<file path="src/rtl/ice40_ebr_fifo_ctl_if.sv">
// FIFO user-side handshake bundle: push/pop requests, head data and occupancy flags.
// The master modport is the producer/consumer; the slave modport is the FIFO controller.
interface ice40_ebr_fifo_ctl_if #(
   parameter int AW = 8,
   parameter int DW = 16
);
   logic [DW-1:0] wr_data;
   logic          wr_ena;
   logic          full;
   logic [DW-1:0] rd_data;
   logic          rd_ena;
   logic          empty;
   logic [AW+1:0] level;

   modport master (
      output wr_data,
      output wr_ena,
      output rd_ena,
      input  full,
      input  rd_data,
      input  empty,
      input  level
   );

   modport slave (
      input  wr_data,
      input  wr_ena,
      input  rd_ena,
      output full,
      output rd_data,
      output empty,
      output level
   );
endinterface

</file>
<file path="src/rtl/ice40_ebr_fifo_ctl.sv">
// First-word-fall-through FIFO controller driving both ports of one ice40_ebr.
// Storage lives in the EBR; the EBR output register acts as the one-word head latch.
module ice40_ebr_fifo_ctl #(
   parameter int AW = 8,
   parameter int DW = 16
) (
   input  logic                  clk,
   input  logic                  rst_n,
   ice40_ebr_fifo_ctl_if.slave   fifo,
   output logic [AW-1:0]         ebr_wr_addr,
   output logic [DW-1:0]         ebr_wr_data,
   output logic                  ebr_wr_ena,
   output logic [AW-1:0]         ebr_rd_addr,
   output logic                  ebr_rd_ena,
   input  logic [DW-1:0]         ebr_rd_data
);

   localparam logic [AW:0] RAM_DEPTH = {1'b1, {AW{1'b0}}};

   logic [AW-1:0] wr_ptr_q, wr_ptr_d;
   logic [AW-1:0] rd_ptr_q, rd_ptr_d;
   logic [AW:0]   ram_cnt_q, ram_cnt_d;
   logic          head_vld_q, head_vld_d;

   logic          full;
   logic          push;
   logic          pop;
   logic          fetch;

   // A prefetch is issued whenever the head latch is free or being vacated this cycle.
   always_comb begin
      full       = (ram_cnt_q == RAM_DEPTH);
      push       = fifo.wr_ena & ~full;
      pop        = fifo.rd_ena & head_vld_q;
      fetch      = (ram_cnt_q != '0) & (~head_vld_q | pop);

      wr_ptr_d   = wr_ptr_q + AW'(push);
      rd_ptr_d   = rd_ptr_q + AW'(fetch);
      ram_cnt_d  = ram_cnt_q + (AW+1)'(push) - (AW+1)'(fetch);
      head_vld_d = fetch | (head_vld_q & ~pop);
   end

   always_ff @(posedge clk or negedge rst_n) begin
      if (!rst_n) begin
         wr_ptr_q   <= '0;
         rd_ptr_q   <= '0;
         ram_cnt_q  <= '0;
         head_vld_q <= 1'b0;
      end else begin
         wr_ptr_q   <= wr_ptr_d;
         rd_ptr_q   <= rd_ptr_d;
         ram_cnt_q  <= ram_cnt_d;
         head_vld_q <= head_vld_d;
      end
   end

   // The EBR holds its output while rd_ena is low, so its read data is the head word.
   always_comb begin
      ebr_wr_ena   = push;
      ebr_wr_addr  = wr_ptr_q;
      ebr_wr_data  = fifo.wr_data;
      ebr_rd_ena   = fetch;
      ebr_rd_addr  = rd_ptr_q;

      fifo.full    = full;
      fifo.empty   = ~head_vld_q;
      fifo.rd_data = ebr_rd_data;
      fifo.level   = {1'b0, ram_cnt_q} + (AW+2)'(head_vld_q);
   end

endmodule

</file>
<file path="src/flat_wrapper.sv">
// flat-port wrapper written by rule: the top's interface ports become plain ports
module ice40_ebr_fifo_ctl_flat 
#(
   parameter int AW = 8,
   parameter int DW = 16
)
  (clk, rst_n, ebr_wr_addr, ebr_wr_data, ebr_wr_ena, ebr_rd_addr, ebr_rd_ena, ebr_rd_data, fifo_wr_data, fifo_wr_ena, fifo_rd_ena, fifo_full, fifo_rd_data, fifo_empty, fifo_level);
  ice40_ebr_fifo_ctl_if #(.AW(AW), .DW(DW)) fifo_i ();
  input  logic clk;
  input  logic rst_n;
  output logic [AW-1:0] ebr_wr_addr;
  output logic [DW-1:0] ebr_wr_data;
  output logic ebr_wr_ena;
  output logic [AW-1:0] ebr_rd_addr;
  output logic ebr_rd_ena;
  input  logic [DW-1:0] ebr_rd_data;
  input wire logic [$bits(fifo_i.wr_data)-1:0] fifo_wr_data;
  input wire logic [$bits(fifo_i.wr_ena)-1:0] fifo_wr_ena;
  input wire logic [$bits(fifo_i.rd_ena)-1:0] fifo_rd_ena;
  output wire logic [$bits(fifo_i.full)-1:0] fifo_full;
  output wire logic [$bits(fifo_i.rd_data)-1:0] fifo_rd_data;
  output wire logic [$bits(fifo_i.empty)-1:0] fifo_empty;
  output wire logic [$bits(fifo_i.level)-1:0] fifo_level;
  assign fifo_i.wr_data = fifo_wr_data;
  assign fifo_i.wr_ena = fifo_wr_ena;
  assign fifo_i.rd_ena = fifo_rd_ena;
  assign fifo_full = fifo_i.full;
  assign fifo_rd_data = fifo_i.rd_data;
  assign fifo_empty = fifo_i.empty;
  assign fifo_level = fifo_i.level;
  ice40_ebr_fifo_ctl #(.AW(AW), .DW(DW)) u_core (.clk(clk), .rst_n(rst_n), .fifo(fifo_i), .ebr_wr_addr(ebr_wr_addr), .ebr_wr_data(ebr_wr_data), .ebr_wr_ena(ebr_wr_ena), .ebr_rd_addr(ebr_rd_addr), .ebr_rd_ena(ebr_rd_ena), .ebr_rd_data(ebr_rd_data));
endmodule
</file>
<file path="config.mk">
export PLATFORM = sky130hd
export DESIGN_NAME = ice40_ebr_fifo_ctl_flat
export DESIGN_NICKNAME = d
export VERILOG_FILES = /design/src/rtl/ice40_ebr_fifo_ctl_if.sv /design/src/rtl/ice40_ebr_fifo_ctl.sv /design/src/flat_wrapper.sv
export SDC_FILE = /design/constraint.sdc
export NUM_CORES = 1
export LEC_CHECK = 0
export ABC_AREA = 1
export ABC_CLOCK_PERIOD_IN_PS = 4900
export CORE_ASPECT_RATIO = 2
export CORE_UTILIZATION = 43
export CTS_CLUSTER_DIAMETER = 120
export DETAILED_ROUTE_END_ITERATION = 8
export PLACE_DENSITY = 0.9
export SLEW_MARGIN = 20
export SYNTH_ARGS = -nofsm -noshare
export SYNTH_HDL_FRONTEND = slang
export SYNTH_SLANG_ARGS = --single-unit
</file>
<file path="constraint.sdc">
create_clock -name clk -period 4.9 [get_ports clk]
set_clock_uncertainty 0.2 [all_clocks]
set_input_delay 0.98 -clock clk [delete_from_list [all_inputs] [get_ports clk]]
set_output_delay 0.98 -clock clk [all_outputs]
set_load 0.03 [all_outputs]
</file>
# ---- Word-level counts from Yosys, hierarchy flattened
# Cells that the tools add are included.
dict set report totals {
  ff_bits 26
  in_bits 36
  out_inout_bits 62
  elab_cells 20
}
dict set report op_classes {
  n_addsub 5
  eq_ne 1
  bitwise_logic 9
  n_reduce_logical 1
}
# op n
set ops {}
lappend ops {{$add 8x1->8} 2}
lappend ops {{$add 9x1->10} 1}
lappend ops {{$add 9x1->9} 1}
lappend ops {{$eq 9x9->1 const B} 1}
lappend ops {{$reduce_bool 9->1} 1}
lappend ops {{$sub 9x1->9} 1}
lappend ops {{$and 1x1->1} 4}
lappend ops {{$not 1->1} 3}
lappend ops {{$or 1x1->1} 2}

# ---- Longest topological paths before layout
dict set report logic_depth {
  ltp_word 5
  ltp_mapped 16
  depth_no_buf 16
}

# ---- Least setup slack after synthesis
# No wires, ideal clock.
dict set report synth_timing {
  kind {input to register}
  start {input fifo_rd_ena}
  end {register u_core.ram_cnt_q[8]}
  setup_time_ns 0.122
  t_arrival_ns 2.572
  required_ns 4.578
  slack_ns 2.006
  path_stages 12
  path_buffers 0
  path_cell_list {or2_4 -> nand2_1 -> inv_2 -> nand2_2 -> nand2_1 -> ha_1 -> fa_1 -> nand3_1 -> nand2_2 -> nand3_1 -> nand2_1 -> xnor2_1}
}
dict set report synth_via {
  elab_chain_len 4
}
# element line
set synth_lines {}
lappend synth_lines {{from (decl)} flat_wrapper.sv:19} ;# input wire logic [$bits(fifo_i.rd_ena)-1:0] fifo_rd_ena;
lappend synth_lines {{$and 1x1->1} ice40_ebr_fifo_ctl.sv:34} ;# pop = fifo.rd_ena & head_vld_q;
lappend synth_lines {{$or 1x1->1} ice40_ebr_fifo_ctl.sv:35} ;# fetch = (ram_cnt_q != '0) & (~head_vld_q | pop);
lappend synth_lines {{$and 1x1->1} ice40_ebr_fifo_ctl.sv:35}
lappend synth_lines {{net ebr_rd_ena} flat_wrapper.sv:15} ;# output logic ebr_rd_ena;
lappend synth_lines {{$sub 9x1->9} ice40_ebr_fifo_ctl.sv:39} ;# ram_cnt_d = ram_cnt_q + (AW+1)'(push) - (AW+1)'(fetch);
lappend synth_lines {{net u_core.ram_cnt_d[8]} ice40_ebr_fifo_ctl.sv:22} ;# logic [AW:0] ram_cnt_q, ram_cnt_d;
lappend synth_lines {{to (signal assigned)} ice40_ebr_fifo_ctl.sv:52} ;# ram_cnt_q <= ram_cnt_d;
lappend synth_lines {{to (decl)} ice40_ebr_fifo_ctl.sv:22}
# The timed path passes the listed nets, and every way through them passes these cells.

# ---- Final worst setup path
dict set report layout_timing {
  start {input fifo_rd_ena}
  end {output ebr_rd_ena}
}
dict set report layout_via {
  elab_chain_len 3
}
# element line
set layout_lines {}
lappend layout_lines {{$and 1x1->1} ice40_ebr_fifo_ctl.sv:34}
lappend layout_lines {{$or 1x1->1} ice40_ebr_fifo_ctl.sv:35}
lappend layout_lines {{$and 1x1->1} ice40_ebr_fifo_ctl.sv:35}
lappend layout_lines {{to (decl)} flat_wrapper.sv:15}
# No other way between the ends.

==> flow_summary_export.csv <==
group,metric,value,unit
outcome,status,"finished, final reports clean",
clock_network,htree_levels,1,
floorplanning,io_pins,98,
worst_setup_path,ff2ff_setup_slack,2.06,ns
worst_setup_path,worst_setup_path_start_kind,"primary input",
global_route,grt_use_total,17.8,%
sta,setup_viol,0,
synthesis,syn_inst,203,
worst_setup_path,crit_slowest_cell,"clkdlybuf4s50_1",
global_route,grt_pass1_wl,6250,µm
global_route,grt_pass1_vias,1442,
clock_network,tritoncts,"done",
synthesis,synth_edf_count,0,
detailed_routing,dr.pass1.iters,4,
min_path,hold_depth,1,
final_layout,final_cell_mix,"clkdlybuf4s50_1 (33), dfrtp_1 (26), inv_1 (23), ha_1 (23), xor2_1 (20)",
synthesis,syn_avg_cell_area,9.32,µm²
sta,fmax,0.279,GHz
placement,place_hpwl,2870,µm
final_layout,area_delta_synth_final,12.4,%
flow_run,cap_violations,0,
detailed_routing,vias,1319,
worst_setup_path,cpPeakStageDelay,0.66,ns
clock_network,cts_root_buf,"clkbuf_8",
clock_network,clk_latency,0.28,ns
detailed_routing,wl,3780,µm
global_route,grt.overflow.total,0,
synthesis,syn_nets,263,
synthesis,netlist_area,1890,µm²
worst_setup_path,crit_type,"primary input to output port",
synthesis,yosys_register_bits,26,
detailed_routing,drtAntennaViolNets,0,
worst_setup_path,cp_max_fo,4,
floorplanning,fp.dieArea,4680,µm²
worst_setup_path,critPathCaptureType,"output port",
clock_network,clkTransAtPathRegs,0.09,ns
sta,fin_tns_setup,0,ns
worst_setup_path,worstPathCellList,"clkdlybuf4s50_1, or2_4, nand2_1, inv_2, clkdlybuf4s50_1",
clock_network,cts.repair.resized,0,
placement,dp_slack,1.31,ns
worst_setup_path,reg2reg_to,"u_core.ram_cnt_q[8]$_DFF_PN0_",
sta,maxSlewHeadroom,77.8,%
floorplanning,rows,33,
worst_setup_path,worstReg2RegStart,"u_core.ram_cnt_q[4]$_DFF_PN0_",
detailed_routing,wl_per_cell,14.5,µm
worst_setup_path,required,3.72,ns
synthesis,yosysUniqueCellTypes,25,
power,p_leak,1.02,nW
clock_network,cts_sinks,26,
global_route,grt_max_degree,27,
floorplanning,coreArea,4170,µm²
power,total_power,1.75,mW
sta,min_period,3.58,ns
min_path,min_from,"u_core.ebr_wr_addr[7]$_DFF_PN0_",
sta,slew_viol_final,0,
detailed_routing,drc,0,
worst_setup_path,arrival,2.40,ns
final_layout,drive_gt1_share,12.4,%
sta,fin_crit_sh,73.1,%
synthesis,yosysSeqAreaShare,34.4,%
min_path,hp-class,"flip-flop to flip-flop",
detailed_routing,drt_iter0_drc,11,
sta,finalHoldViolations,0,
synthesis,synth_flop_cell,"dfrtp_1",
global_route,antenna_found_initial,0,
detailed_routing,viasPerCell,5.05,
worst_setup_path,reg2regPathDepth,16,
clock_network,cts_buffers,3,
synthesis,async_reset_ff_share,100,%
floorplanning,die_h,95.8,µm
final_layout,insertedDiodeCount,0,
clock_network,cts.path.max_buffers,2,
sta,fin_ws,1.32,ns
worst_setup_path,cpMostUsedCell,"clkdlybuf4s50_1",
power,ir_drop,0.000393,V
clock_network,cts_hold_buf,0,
placement,place.port_buffers,33,
floorplanning,die-width,48.9,µm
final_layout,nets,270,
synthesis,yosys_warnings,0,
power,power.density,822,nW/µm²
sta,rsz0062_at_grt,"no",
placement,place_congestion,0.795,
min_path,holdPathEnd,"u_core.ebr_wr_addr[7]$_DFF_PN0_",
sta,tightest_slew,0.333,ns
clock_network,post_cts_buffers,0,
final_layout,layout_commonest_cell,"clkdlybuf4s50_1",
floorplanning,start_util,45.4,%
==> cells by family (layout without fill, tap and decap cells) <==
group / Yosys count / after routing / share of synthesized area, %
AO/OA/AOI/OAI: 10 / 10 / 4.10
XOR/XNOR: 23 / 23 / 10.6
adder cells (fa/ha/maj): 24 / 24 / 16.3
buffers and inverters: 60 / 66 / 18.3
flip-flops: 26 / 26 / 34.4
AND/OR/NAND/NOR: 60 / 60 / 16.3
==> synthesized netlist by cell type (2+ instances only) <==
cell / n / share of area (%)
a21oi_1: 2 / 0.53
nand3_1: 11 / 2.9
inv_2: 5 / 0.99
inv_1: 23 / 4.6
nand2_1: 18 / 3.6
xor2_1: 20 / 9.3
dfrtp_1: 26 / 34
a21oi_2: 2 / 0.93
nand3_2: 2 / 1.1
nor3_2: 2 / 1.1
ha_1: 23 / 15
buf_4: 32 / 13
nor2_2: 3 / 0.99
nor2_1: 10 / 2.0
xnor2_1: 3 / 1.4
nand2_2: 4 / 1.3
o21bai_1: 2 / 0.79
o21ai_0: 2 / 0.53
nand4_1: 7 / 2.3
==> how the worst max path moves through the flow <==
stage | start | endpoint | slack (ns) | depth (start not counted)
2_1_floorplan | fifo_rd_ena | u_core.ram_cnt_q[8]$_DFF_PN0_ | 2.01 | 12
3_3_place_gp | fifo_rd_ena | ebr_rd_ena | 1.33 | 5
3_5_place_dp | fifo_rd_ena | ebr_rd_ena | 1.31 | 5
4_1_cts | fifo_rd_ena | ebr_rd_ena | 1.32 | 5
5_1_grt | fifo_rd_ena | ebr_rd_ena | 1.26 | 5
6_report | fifo_rd_ena | ebr_rd_ena | 1.32 | 5
==> flip-flops by register name, summed over array words and instances (netlist names) <==
name	flops
u_core.ebr_rd_addr	8
u_core.ebr_wr_addr	8
u_core.head_vld_q	1
u_core.ram_cnt_q	9
==> power breakdown <==
group          leakage [nW]  internal [mW]  switching [mW]
Clock                0.0357          0.109          0.0700
Combinational         0.688          0.454           0.688
Sequential            0.300          0.322           0.103
Total                  1.02          0.886           0.861
==> layer usage <==
metal / routed length [µm] / track usage [%]
met5: 0 / 0
met4: 194 / 16.4
met2: 2180 / 35.6
met1: 1250 / 14.7
met3: 154 / 1.74
==> through the flow <==
stage,hold WS [ns],instances,instance area [µm²],util [%]
2_1_floorplan,0.324,203,1890,-
3_3_place_gp,0.262,257,2050,49.3
3_5_place_dp,0.266,257,2050,49.3
4_1_cts,0.282,261,2130,51.0
5_1_grt,0.314,261,2130,51.0
6_report,0.280,261,2130,51.0
==> worst max-delay path: cells and delay by family <==
kind / cells / cell delay [ns]
buf+inv: 3 / 1.20
simple gates: 2 / 0.22
==> area by class of cell <==
class,instances,area [µm²]
inverter,28,105
clock inverter,1,30.0
sequential,26,651
tap,52,65.1
clock buffer,3,41.3
fill,349,2040
timing repair buffer,34,338
multi-input combinational,117,896
Note: power is estimated with default switching activity, not from simulation.
